==> src/rtl/pid_arb_pkg.sv <==
`default_nettype none
// ============================================================================
//  Module   : pid_arb_pkg
//  Purpose  : Shared widths, FSM state type and duty saturation helper for
//             the dual-channel PID arbiter.
//  Revision : 1.0  initial release
// ============================================================================
package pid_arb_pkg;

    localparam int ERR_W      = 13;  // signed error from the IR array
    localparam int INTEG_W    = 20;  // per-channel integrator width
    localparam int DUTY_W     = 12;  // PWM duty width
    localparam int HIST_DEPTH = 4;   // derivative history depth
    localparam int P_W        = 16;  // proportional term width
    localparam int SUM_W      = 17;  // width of P+I+D sum
    localparam int I_LSB      = 7;   // lowest integrator bit feeding the I term

    localparam logic [DUTY_W-1:0] DUTY_MAX = 12'hFFF;

    typedef enum logic [1:0] {
        IDLE  = 2'd0,
        LATCH = 2'd1,
        CALC  = 2'd2,
        WRITE = 2'd3
    } state_e;

    // Clamp a signed sum into the unsigned duty range [0, DUTY_MAX].
    function automatic logic [DUTY_W-1:0] sat_duty(input logic [SUM_W-1:0] s);
        logic [DUTY_W-1:0] r;
        if (s[SUM_W-1]) begin
            r = '0;
        end else if (|s[SUM_W-2:DUTY_W]) begin
            r = DUTY_MAX;
        end else begin
            r = s[DUTY_W-1:0];
        end
        return r;
    endfunction

endpackage
`default_nettype wire

==> src/rtl/pid_math.sv <==
`default_nettype none
// ============================================================================
//  Module   : pid_math
//  Purpose  : Combinational P/I/D datapath. Produces the saturated duty and
//             the next (clamped) integrator value from latched operands.
//  Revision : 1.0  initial release
// ============================================================================
module pid_math
    import pid_arb_pkg::*;
#(
    parameter int P_COEFF = 3,
    parameter int I_NUM   = 2,
    parameter int D_COEFF = 0
) (
    input  logic signed [ERR_W-1:0]   err,
    input  logic        [INTEG_W-1:0] integ,
    input  logic signed [ERR_W-1:0]   hist_oldest,
    output logic        [DUTY_W-1:0]  duty,
    output logic        [INTEG_W-1:0] nxt_integ
);

    localparam logic signed [P_W-1:0]   P_K = 16'(P_COEFF);
    localparam logic        [P_W-1:0]   I_K = 16'(I_NUM);
    localparam logic signed [SUM_W-1:0] D_K = 17'(D_COEFF);

    logic signed [P_W-1:0]   err_p;
    logic signed [P_W-1:0]   p_prod;
    logic signed [P_W-1:0]   p_term;
    logic        [P_W-1:0]   i_prod;
    logic        [P_W-1:0]   i_term;
    logic signed [ERR_W:0]   diff;
    logic signed [SUM_W-1:0] diff_x;
    logic signed [SUM_W-1:0] d_term;
    logic        [SUM_W-1:0] sum;
    logic        [INTEG_W-1:0] integ_sum;

    // P/I/D terms, their sum, saturation and integrator update.
    always_comb begin
        err_p     = {{(P_W-ERR_W){err[ERR_W-1]}}, err};
        p_prod    = err_p * P_K;
        p_term    = p_prod >>> 2;

        // I uses the integrator before this update is applied.
        i_prod    = 16'(integ[I_LSB+DUTY_W-1:I_LSB]) * I_K;
        i_term    = i_prod >> 2;

        diff      = {err[ERR_W-1], err} - {hist_oldest[ERR_W-1], hist_oldest};
        diff_x    = {{(SUM_W-ERR_W-1){diff[ERR_W]}}, diff};
        d_term    = diff_x * D_K;

        sum       = {p_term[P_W-1], p_term} + {1'b0, i_term} + d_term;
        duty      = sat_duty(sum);

        // Bit 19 set means the running sum went negative or past 2^19:
        // either way the integrator restarts from zero.
        integ_sum = integ + {{(INTEG_W-ERR_W){err[ERR_W-1]}}, err};
        nxt_integ = integ_sum[INTEG_W-1] ? '0 : integ_sum;
    end

endmodule
`default_nettype wire

==> src/rtl/pid_arbiter.sv <==
`default_nettype none
// ============================================================================
//  Module   : pid_arbiter
//  Purpose  : Round-robin arbiter in front of one shared PID engine serving
//             the left (ch0) and right (ch1) motor duty channels. Holds the
//             per-channel integrator and derivative history.
//  Revision : 1.0  initial release
// ============================================================================
module pid_arbiter
    import pid_arb_pkg::*;
#(
    parameter int P_COEFF = 3,
    parameter int I_NUM   = 2,
    parameter int D_COEFF = 0
) (
    input  logic                     clk,
    input  logic                     rst_n,
    input  logic        [1:0]        req,
    input  logic signed [ERR_W-1:0]  err0,
    input  logic signed [ERR_W-1:0]  err1,
    input  logic        [1:0]        clr,
    output logic        [DUTY_W-1:0] duty0,
    output logic        [DUTY_W-1:0] duty1,
    output logic        [1:0]        ack,
    output logic                     busy
);

    // Sequencer and arbitration.
    state_e state_q, state_d;
    logic   grant_q, grant_d;   // channel currently being served
    logic   last_q,  last_d;    // channel granted most recently

    // Operand and result registers of the shared datapath.
    logic [ERR_W-1:0]   op_err_q,   op_err_d;
    logic [INTEG_W-1:0] op_integ_q, op_integ_d;
    logic [ERR_W-1:0]   op_hist_q,  op_hist_d;
    logic [DUTY_W-1:0]  res_duty_q, res_duty_d;
    logic [INTEG_W-1:0] res_integ_q, res_integ_d;

    // Per-channel state and outputs.
    logic [INTEG_W-1:0] integ_q [0:1];
    logic [INTEG_W-1:0] integ_d [0:1];
    logic [ERR_W-1:0]   hist_q  [0:1][0:HIST_DEPTH-1];
    logic [ERR_W-1:0]   hist_d  [0:1][0:HIST_DEPTH-1];
    logic [DUTY_W-1:0]  duty_q  [0:1];
    logic [DUTY_W-1:0]  duty_d  [0:1];
    logic [1:0]         ack_q,  ack_d;

    logic [DUTY_W-1:0]  m_duty;
    logic [INTEG_W-1:0] m_nxt_integ;

    pid_math #(
        .P_COEFF (P_COEFF),
        .I_NUM   (I_NUM),
        .D_COEFF (D_COEFF)
    ) u_math (
        .err         (op_err_q),
        .integ       (op_integ_q),
        .hist_oldest (op_hist_q),
        .duty        (m_duty),
        .nxt_integ   (m_nxt_integ)
    );

    // Next-state logic for the sequencer, datapath registers and channel state.
    always_comb begin
        state_d     = state_q;
        grant_d     = grant_q;
        last_d      = last_q;
        op_err_d    = op_err_q;
        op_integ_d  = op_integ_q;
        op_hist_d   = op_hist_q;
        res_duty_d  = res_duty_q;
        res_integ_d = res_integ_q;
        integ_d     = integ_q;
        hist_d      = hist_q;
        duty_d      = duty_q;
        ack_d       = 2'b00;

        case (state_q)
            IDLE: begin
                if (|req) begin
                    // On contention, serve the channel not served last.
                    grant_d = (req == 2'b11) ? ~last_q : req[1];
                    last_d  = grant_d;
                    state_d = LATCH;
                end
            end
            LATCH: begin
                op_err_d   = grant_q ? err1 : err0;
                op_integ_d = integ_q[grant_q];
                op_hist_d  = hist_q[grant_q][HIST_DEPTH-1];
                state_d    = CALC;
            end
            CALC: begin
                res_duty_d  = m_duty;
                res_integ_d = m_nxt_integ;
                state_d     = WRITE;
            end
            WRITE: begin
                duty_d[grant_q]   = res_duty_q;
                ack_d[grant_q]    = 1'b1;
                integ_d[grant_q]  = res_integ_q;
                for (int k = HIST_DEPTH - 1; k > 0; k--) begin
                    hist_d[grant_q][k] = hist_q[grant_q][k-1];
                end
                hist_d[grant_q][0] = op_err_q;
                state_d = IDLE;
            end
            default: begin
                state_d = IDLE;
            end
        endcase

        // A clear overrides any state write-back, but not the duty/ack.
        for (int c = 0; c < 2; c++) begin
            if (clr[c]) begin
                integ_d[c] = '0;
                for (int k = 0; k < HIST_DEPTH; k++) begin
                    hist_d[c][k] = '0;
                end
            end
        end
    end

    // State registers with asynchronous reset; reset aborts any operation.
    always_ff @(posedge clk or negedge rst_n) begin
        if (!rst_n) begin
            state_q     <= IDLE;
            grant_q     <= 1'b0;
            last_q      <= 1'b1;
            op_err_q    <= '0;
            op_integ_q  <= '0;
            op_hist_q   <= '0;
            res_duty_q  <= '0;
            res_integ_q <= '0;
            ack_q       <= 2'b00;
            for (int c = 0; c < 2; c++) begin
                integ_q[c] <= '0;
                duty_q[c]  <= '0;
                for (int k = 0; k < HIST_DEPTH; k++) begin
                    hist_q[c][k] <= '0;
                end
            end
        end else begin
            state_q     <= state_d;
            grant_q     <= grant_d;
            last_q      <= last_d;
            op_err_q    <= op_err_d;
            op_integ_q  <= op_integ_d;
            op_hist_q   <= op_hist_d;
            res_duty_q  <= res_duty_d;
            res_integ_q <= res_integ_d;
            ack_q       <= ack_d;
            integ_q     <= integ_d;
            hist_q      <= hist_d;
            duty_q      <= duty_d;
        end
    end

    assign duty0 = duty_q[0];
    assign duty1 = duty_q[1];
    assign ack   = ack_q;
    assign busy  = (state_q != IDLE);

endmodule
`default_nettype wire
==> config.mk <==
export PLATFORM = sky130hd
export DESIGN_NAME = pid_arbiter
export DESIGN_NICKNAME = d
export VERILOG_FILES = /design/src/rtl/pid_arb_pkg.sv /design/src/rtl/pid_math.sv /design/src/rtl/pid_arbiter.sv
export SDC_FILE = /design/constraint.sdc
export NUM_CORES = 1
export LEC_CHECK = 0
export BUFFER_PORTS_ARGS = -buffer_cell sky130_fd_sc_hd__buf_2
export CORE_UTILIZATION = 65
export DETAILED_ROUTE_END_ITERATION = 8
export GPL_ROUTABILITY_DRIVEN = 0
export PLACE_DENSITY = 0.85
export SLEW_MARGIN = 20
export SYNTH_ARGS = -nofsm -noshare
export SYNTH_HDL_FRONTEND = slang
export SYNTH_SLANG_ARGS = --single-unit
==> constraint.sdc <==
create_clock -name clk -period 9.3 [get_ports clk]
set_input_delay 1.86 -clock clk [delete_from_list [all_inputs] [get_ports clk]]
set_output_delay 1.86 -clock clk [all_outputs]
set_load 0.02 [all_outputs]
# After elaboration in Yosys (flattened, before gate mapping)
# Cells that the tools add are included.
[totals]
wordCells = 57
in_bits = 32
mem_bits_rw = 0
output_inout_bits = 27
register_bits = 135
mem_count = 0
mem_bits_ro = 0
latch_bits = 0
[classes]
n_eq_ne = 5
mul = 1
div_mod_pow = 0
n_bitwise = 2
n_reduce_logical = 9
shifts = 0
mux = 22
order_cmp = 4
addsub = 2
[ops]
columns = ["op", "n"]
rows = [
  ["2-to-1 mux 20 bit", 6],
  ["bitwise mux 40 bit", 1],
  ["2-to-1 mux 40 bit", 1],
  ["2-to-1 mux 12 bit", 3],
  ["bitwise mux 24 bit", 1],
  ["adder 20 bit", 1],
  ["demux 20 bit (select 1 bit)", 1],
  ["2-to-1 mux 19 bit", 1],
  ["multiplier 13 x 3 -> 16 bit (second input constant)", 1],
  ["adder 14 x 12 -> 15 bit", 1],
  ["2-to-1 mux 13 bit", 1],
  ["demux 12 bit (select 1 bit)", 1],
  ["case mux 2 bit (4 select lines)", 1],
  ["equality test 2 bit (second input constant)", 3],
  ["nonzero test 2 bit", 3],
  ["2-to-1 mux 2 bit", 2],
  ["OR reduction 4 bit", 1],
  ["equality test 2 x 1 -> 1 bit (second input constant)", 1],
  ["greater-or-equal comparator 2 bit (second input constant)", 1],
  ["logical AND 1 bit", 2],
  ["zero test 2 bit", 1],
  ["less-than comparator 1 x 2 -> 1 bit (second input constant)", 1],
  ["less-than comparator 2 x 1 -> 1 bit (second input constant)", 1],
  ["2-to-1 mux 1 bit", 2],
  ["other kinds (7)", 7],
]

# Longest topological paths before layout
[logic_depth]
depth_word = 8
mapped_depth = 19
depth_no_buf = 18

# Hierarchy
# Synthesis repeated with hierarchy kept, for this count alone.
[hier_totals]
hier_cells = 1352
hier_area_um2 = 12495.7
[modules_own_cells]
columns = ["mod", "cells_per_inst", "seq_area_each_um2", "instances", "area_each_um2"]
rows = [
  ["pid_arbiter", 1018, 6307.3, 1, 10079.7],
  ["pid_math", 334, 0.0, 1, 2416.1],
]

# Worst setup path before layout
# No wires, ideal clock.
[synth_timing]
kind = "flip-flop to flip-flop"
from = "register op_err_q[1]"
to = "register res_duty_q[10]"
slack_ps = 5198
n_path_buf = 1
setup_ps = 90
period_less_slack_ps = 4102
required_time_ps = 9210
stages_incl_launch_ff = 20
arrival_time_ps = 4012
cell_sequence = "dfrtp_1 -> ha_1 -> ha_1 -> inv_1 -> fa_1 -> nor2b_1 -> o31ai_1 -> nand2b_1 -> a21oi_1 -> xnor2_1 -> ha_1 -> o21a_1 -> o21a_1 -> a2bb2oi_1 -> a211oi_1 -> a2111oi_4 -> nand2_4 -> a311o_1 -> buf_6 -> o221ai_1"
[synth_between]
elab_chain_len = 5
[synth_lines]
columns = ["item", "line_no", "rtl"]
rows = [
  ["start: declaration", "pid_arbiter.sv:34", "logic [ERR_W-1:0] op_err_q, op_err_d;"],
  ["start signal: assignment", "pid_arbiter.sv:148", "op_err_q <= op_err_d;"],
  ["multiplier 13 x 3 -> 16 bit (*)", "pid_math.sv:40", "p_prod = err_p * P_K;"],
  ["adder 14 x 12 -> 15 bit (*)", "pid_math.sv:51", "sum = {p_term[P_W-1], p_term} + {1'b0, i_term} + d_term;"],
  ["OR reduction 4 bit", "pid_arb_pkg.sv:32", "end else if (|s[SUM_W-2:DUTY_W]) begin"],
  ["2-to-1 mux 12 bit", "pid_arb_pkg.sv:32", ""],
  ["2-to-1 mux 12 bit (*)", "pid_arb_pkg.sv:30", "if (s[SUM_W-1]) begin"],
  ["end signal: assignment", "pid_arbiter.sv:151", "res_duty_q <= res_duty_d;"],
  ["end: declaration", "pid_arbiter.sv:37", "logic [DUTY_W-1:0] res_duty_q, res_duty_d;"],
]
# Every way passes the cells marked *; elsewhere a longest branch is shown, timed or not.
# A chain may end at the register's enable or synchronous reset.

# Worst setup path in the final report
[layout_timing]
from = "register op_err_q[1]"
to = "register res_duty_q[5]"
# Same word-level chain as after synthesis.

==> results by group <==
Outcome
  – Result of the run: finished, final reports clean

Worst hold path
  – Worst Min Path Start: duty1[3]
  – Worst min path class: flop to flop
  – Worst hold stages: 2
  – Worst Hold Endpoint: duty1[3]

Synthesis
  – Number of flops mapped to enable cells by yosys: 0
  – Cell count after synthesis: 805
  – Synthesis Warnings: 0
  – Predominant post-synthesis flop cell: sky130_fd_sc_hd__dfrtp_1
  – Net count of the mapped netlist: 896
  – Yosys cell types: 55
  – Proportion of register bits with asynchronous set or reset after synthesis: 100%
  – Post-synthesis instance area: 0.00738 mm2
  – Mapped Avg Cell Area: 9.17 um2
  – Sequential cell area fraction in the yosys report: 44.4%
  – Post-synthesis register bit count: 131

Floorplan
  – Width of the die: 109 um
  – Die area: 0.0118 mm2
  – Core area: 0.0109 mm2
  – Starting density of the core: 67.5%
  – Std-Cell Rows: 38
  – Boundary pin count: 59
  – Y dimension of the die: 109 um

Worst setup path
  – Worst Path Arrival: 5.26 ns
  – Number of cells on the worst reg-to-reg path: 16
  – Worst reg2reg path endpoint: res_duty_q[5]
  – Worst R2R Start: op_err_q[1]
  – Minimum setup slack among reg-to-reg paths: 4.31 ns
  – Worst Path Class, Setup: flop to flop
  – Type of destination of the critical path: flop
  – Worst Path Max Fanout: 11
  – Type of element launching the critical path: flop
  – Req. time, crit path: 9.56 ns

Finish
  – Finished Core Util: 77.1%
  – Number of standard cells in the final layout excluding fillers: 1,007
  – # nets final: 945
  – Highest-count cells in the layout ignoring fill and taps: sky130_fd_sc_hd__nand2_1, sky130_fd_sc_hd__dfrtp_1, sky130_fd_sc_hd__a21oi_1
  – Most common cell after layout, fill and taps aside: sky130_fd_sc_hd__nand2_1
  – Synth-to-layout area growth: 14.2%
  – Number of antenna repair diodes: 0
  – Ratio of cells with drive above 1 in the final layout: 12.6%

Timing
  – Fin crit share: 53.7%
  – Smallest setup slack after layout: 4.31 ns
  – Setup Total Neg Slack: 0 ns
  – Slew Limit Headroom: 27.8%
  – # setup viols final: 0
  – Clock skew: 0.00584 ns
  – Number of hold-slack violations in the final timing report: 0
  – RSZ-0062 raised after global routing: no
  – Minimum clock period: 4.99 ns
  – Worst Tran Pin Value: 1.08 ns
  – Count of final max-slew check failures: 0
  – Max frequency: 0.200 GHz

Detailed routing
  – Drt drc: 0
  – Antenna Violating Nets Remaining: 0
  – Number of iterations in the first detailed-routing pass: 5
  – Total number of vias: 6,327
  – Routed Wire Length: 18.5 mm
  – Post-DR vias/cell: 6.28
  – Average wire per standard cell: 18.4 um
  – Number of DRC markers after the initial detailed-route iteration: 407

Clocking
  – Setup repair bufs after CTS: 0
  – CTS buffer count: 17
  – CTS Hold Buffers Added: 0
  – Post_cts resized: 0
  – Skew-Pair Late Insertion Delay: 0.42 ns
  – Clock tree sinks: 131
  – Clock root buffer master: sky130_fd_sc_hd__clkbuf_16
  – Clock slew at reported path FFs: 0.06 ns
  – H-tree depth: 4
  – CTS tree: yes
  – Max Buffers Root-to-Sink: 2

Global routing
  – Antenna violations before repair: 0
  – Leftover overflow at the end of global routing: 0
  – Overall routing resource usage: 34.4%
  – Number of global-route vias before repair: 6,451
  – Wire length of the first global-routing pass: 30.5 mm
  – Largest net degree at the start of global routing: 86

Placement
  – Placed wire-length estimate after detailed placement: 12.4 mm
  – Post-Place Setup Slack: 4.42 ns
  – Buffers added on ports: 58
  – Cell count after placement: 975

Flow run
  – Reported max-cap violation count: 0
synthesized netlist by cell type, types with 2 or more instances:
cell | instances | area (um2)
sky130_fd_sc_hd__clkinv_1 | 2 | 7.51
sky130_fd_sc_hd__or3_1 | 5 | 31.3
sky130_fd_sc_hd__or2_2 | 2 | 12.5
sky130_fd_sc_hd__and3_1 | 6 | 37.5
sky130_fd_sc_hd__ha_1 | 56 | 701
sky130_fd_sc_hd__and2_1 | 5 | 31.3
sky130_fd_sc_hd__a21boi_0 | 3 | 22.5
sky130_fd_sc_hd__o21a_1 | 5 | 37.5
sky130_fd_sc_hd__nand2_1 | 161 | 604
sky130_fd_sc_hd__a21o_1 | 14 | 105
sky130_fd_sc_hd__nor2_1 | 49 | 184
sky130_fd_sc_hd__o21bai_1 | 3 | 22.5
sky130_fd_sc_hd__a211o_1 | 3 | 26.3
sky130_fd_sc_hd__buf_1 | 8 | 30.0
sky130_fd_sc_hd__inv_1 | 34 | 128
sky130_fd_sc_hd__a21oi_1 | 100 | 500
sky130_fd_sc_hd__dfrtp_1 | 130 | 3250
sky130_fd_sc_hd__a41o_1 | 2 | 20.0
sky130_fd_sc_hd__xor2_1 | 11 | 96.3
sky130_fd_sc_hd__mux2i_1 | 33 | 330
sky130_fd_sc_hd__nand2b_1 | 4 | 25.0
sky130_fd_sc_hd__o21ai_0 | 37 | 185
sky130_fd_sc_hd__fa_1 | 3 | 60.1
sky130_fd_sc_hd__a211oi_1 | 7 | 52.6
sky130_fd_sc_hd__nand3_1 | 21 | 105
sky130_fd_sc_hd__nor3_1 | 6 | 30.0
sky130_fd_sc_hd__nor2b_1 | 6 | 37.5
sky130_fd_sc_hd__o211ai_2 | 4 | 50.1
sky130_fd_sc_hd__clkbuf_1 | 24 | 90.1
sky130_fd_sc_hd__o31ai_1 | 4 | 30.0
sky130_fd_sc_hd__o211ai_1 | 4 | 30.0
sky130_fd_sc_hd__a31oi_1 | 4 | 25.0
sky130_fd_sc_hd__xnor2_1 | 21 | 184
sky130_fd_sc_hd__o221ai_1 | 7 | 61.3
per-layer routing:
metal	global-route usage, %	share of wire, %
met4	22.3	5.6
met1	38.3	39
met5	0	0
met2	59.4	50
met3	7.23	5.5
worst max-delay path by stage:
stage                startpoint        endpoint  slack, ns  cells past startpoint
floorplan           op_err_q[1]  res_duty_q[10]       5.20                     19
global placement    op_err_q[1]   res_duty_q[6]       4.69                     16
detailed placement  op_err_q[1]   res_duty_q[5]       4.42                     16
CTS                 op_err_q[1]   res_duty_q[5]       4.36                     16
global route        op_err_q[1]   res_duty_q[5]       3.92                     16
finish              op_err_q[1]   res_duty_q[5]       4.31                     16
cell type report:
class,instances,area (um2)
multi-input combinational,605,3850
clock buffer,20,457
clock inverter,12,200
sequential,131,3280
fill,695,2510
tap,140,175
timing repair buffer,63,334
inverter,36,135
state kept, by name, summed over array words and instances, names as in the netlist, 2 cells and up:
name,count
ack,2
op_integ_q,19
res_duty_q,12
integ_q,38
op_err_q,13
res_integ_q,19
duty1,12
state_q,2
duty0,12
worst max-delay path, cell delays in order (launching register included):
cell                        delay [ns]
sky130_fd_sc_hd__dfrtp_1          0.44
sky130_fd_sc_hd__ha_1             0.36
sky130_fd_sc_hd__ha_1             0.26
sky130_fd_sc_hd__inv_1            0.09
sky130_fd_sc_hd__fa_1             0.22
sky130_fd_sc_hd__nor2b_1          0.08
sky130_fd_sc_hd__o31ai_1          0.41
sky130_fd_sc_hd__a21boi_0         0.24
sky130_fd_sc_hd__ha_1             0.32
sky130_fd_sc_hd__and2_1           0.17
sky130_fd_sc_hd__a221oi_1         0.40
sky130_fd_sc_hd__a2bb2oi_1        0.21
sky130_fd_sc_hd__a211oi_1         0.52
sky130_fd_sc_hd__o211ai_1         0.26
sky130_fd_sc_hd__nand2_4          0.21
sky130_fd_sc_hd__a311o_1          0.43
sky130_fd_sc_hd__o221ai_1         0.22
cells by family after synthesis:
logic type / after synthesis / share of synthesized area, %
AOI/OAI and AO/OA: 211 / 17.9
xor gates and xnor gates: 32 / 3.80
adders and majority gates: 59 / 10.3
buffers and inverters: 69 / 3.61
DFF: 131 / 44.4
muxes: 33 / 4.48
and+or+nand+nor: 270 / 15.5
stage by stage:
stage	area [um2]	hold WS (ns)
final	8430	0.473
after global routing	8430	0.498
after detailed placement	7760	0.461
after floorplan	7380	0.461
after CTS	8410	0.477
after global placement	7760	0.452
Power is left out: the tool's default activity adds up to more than one toggle a clock period on the data nets, which glitch-free logic cannot reach.
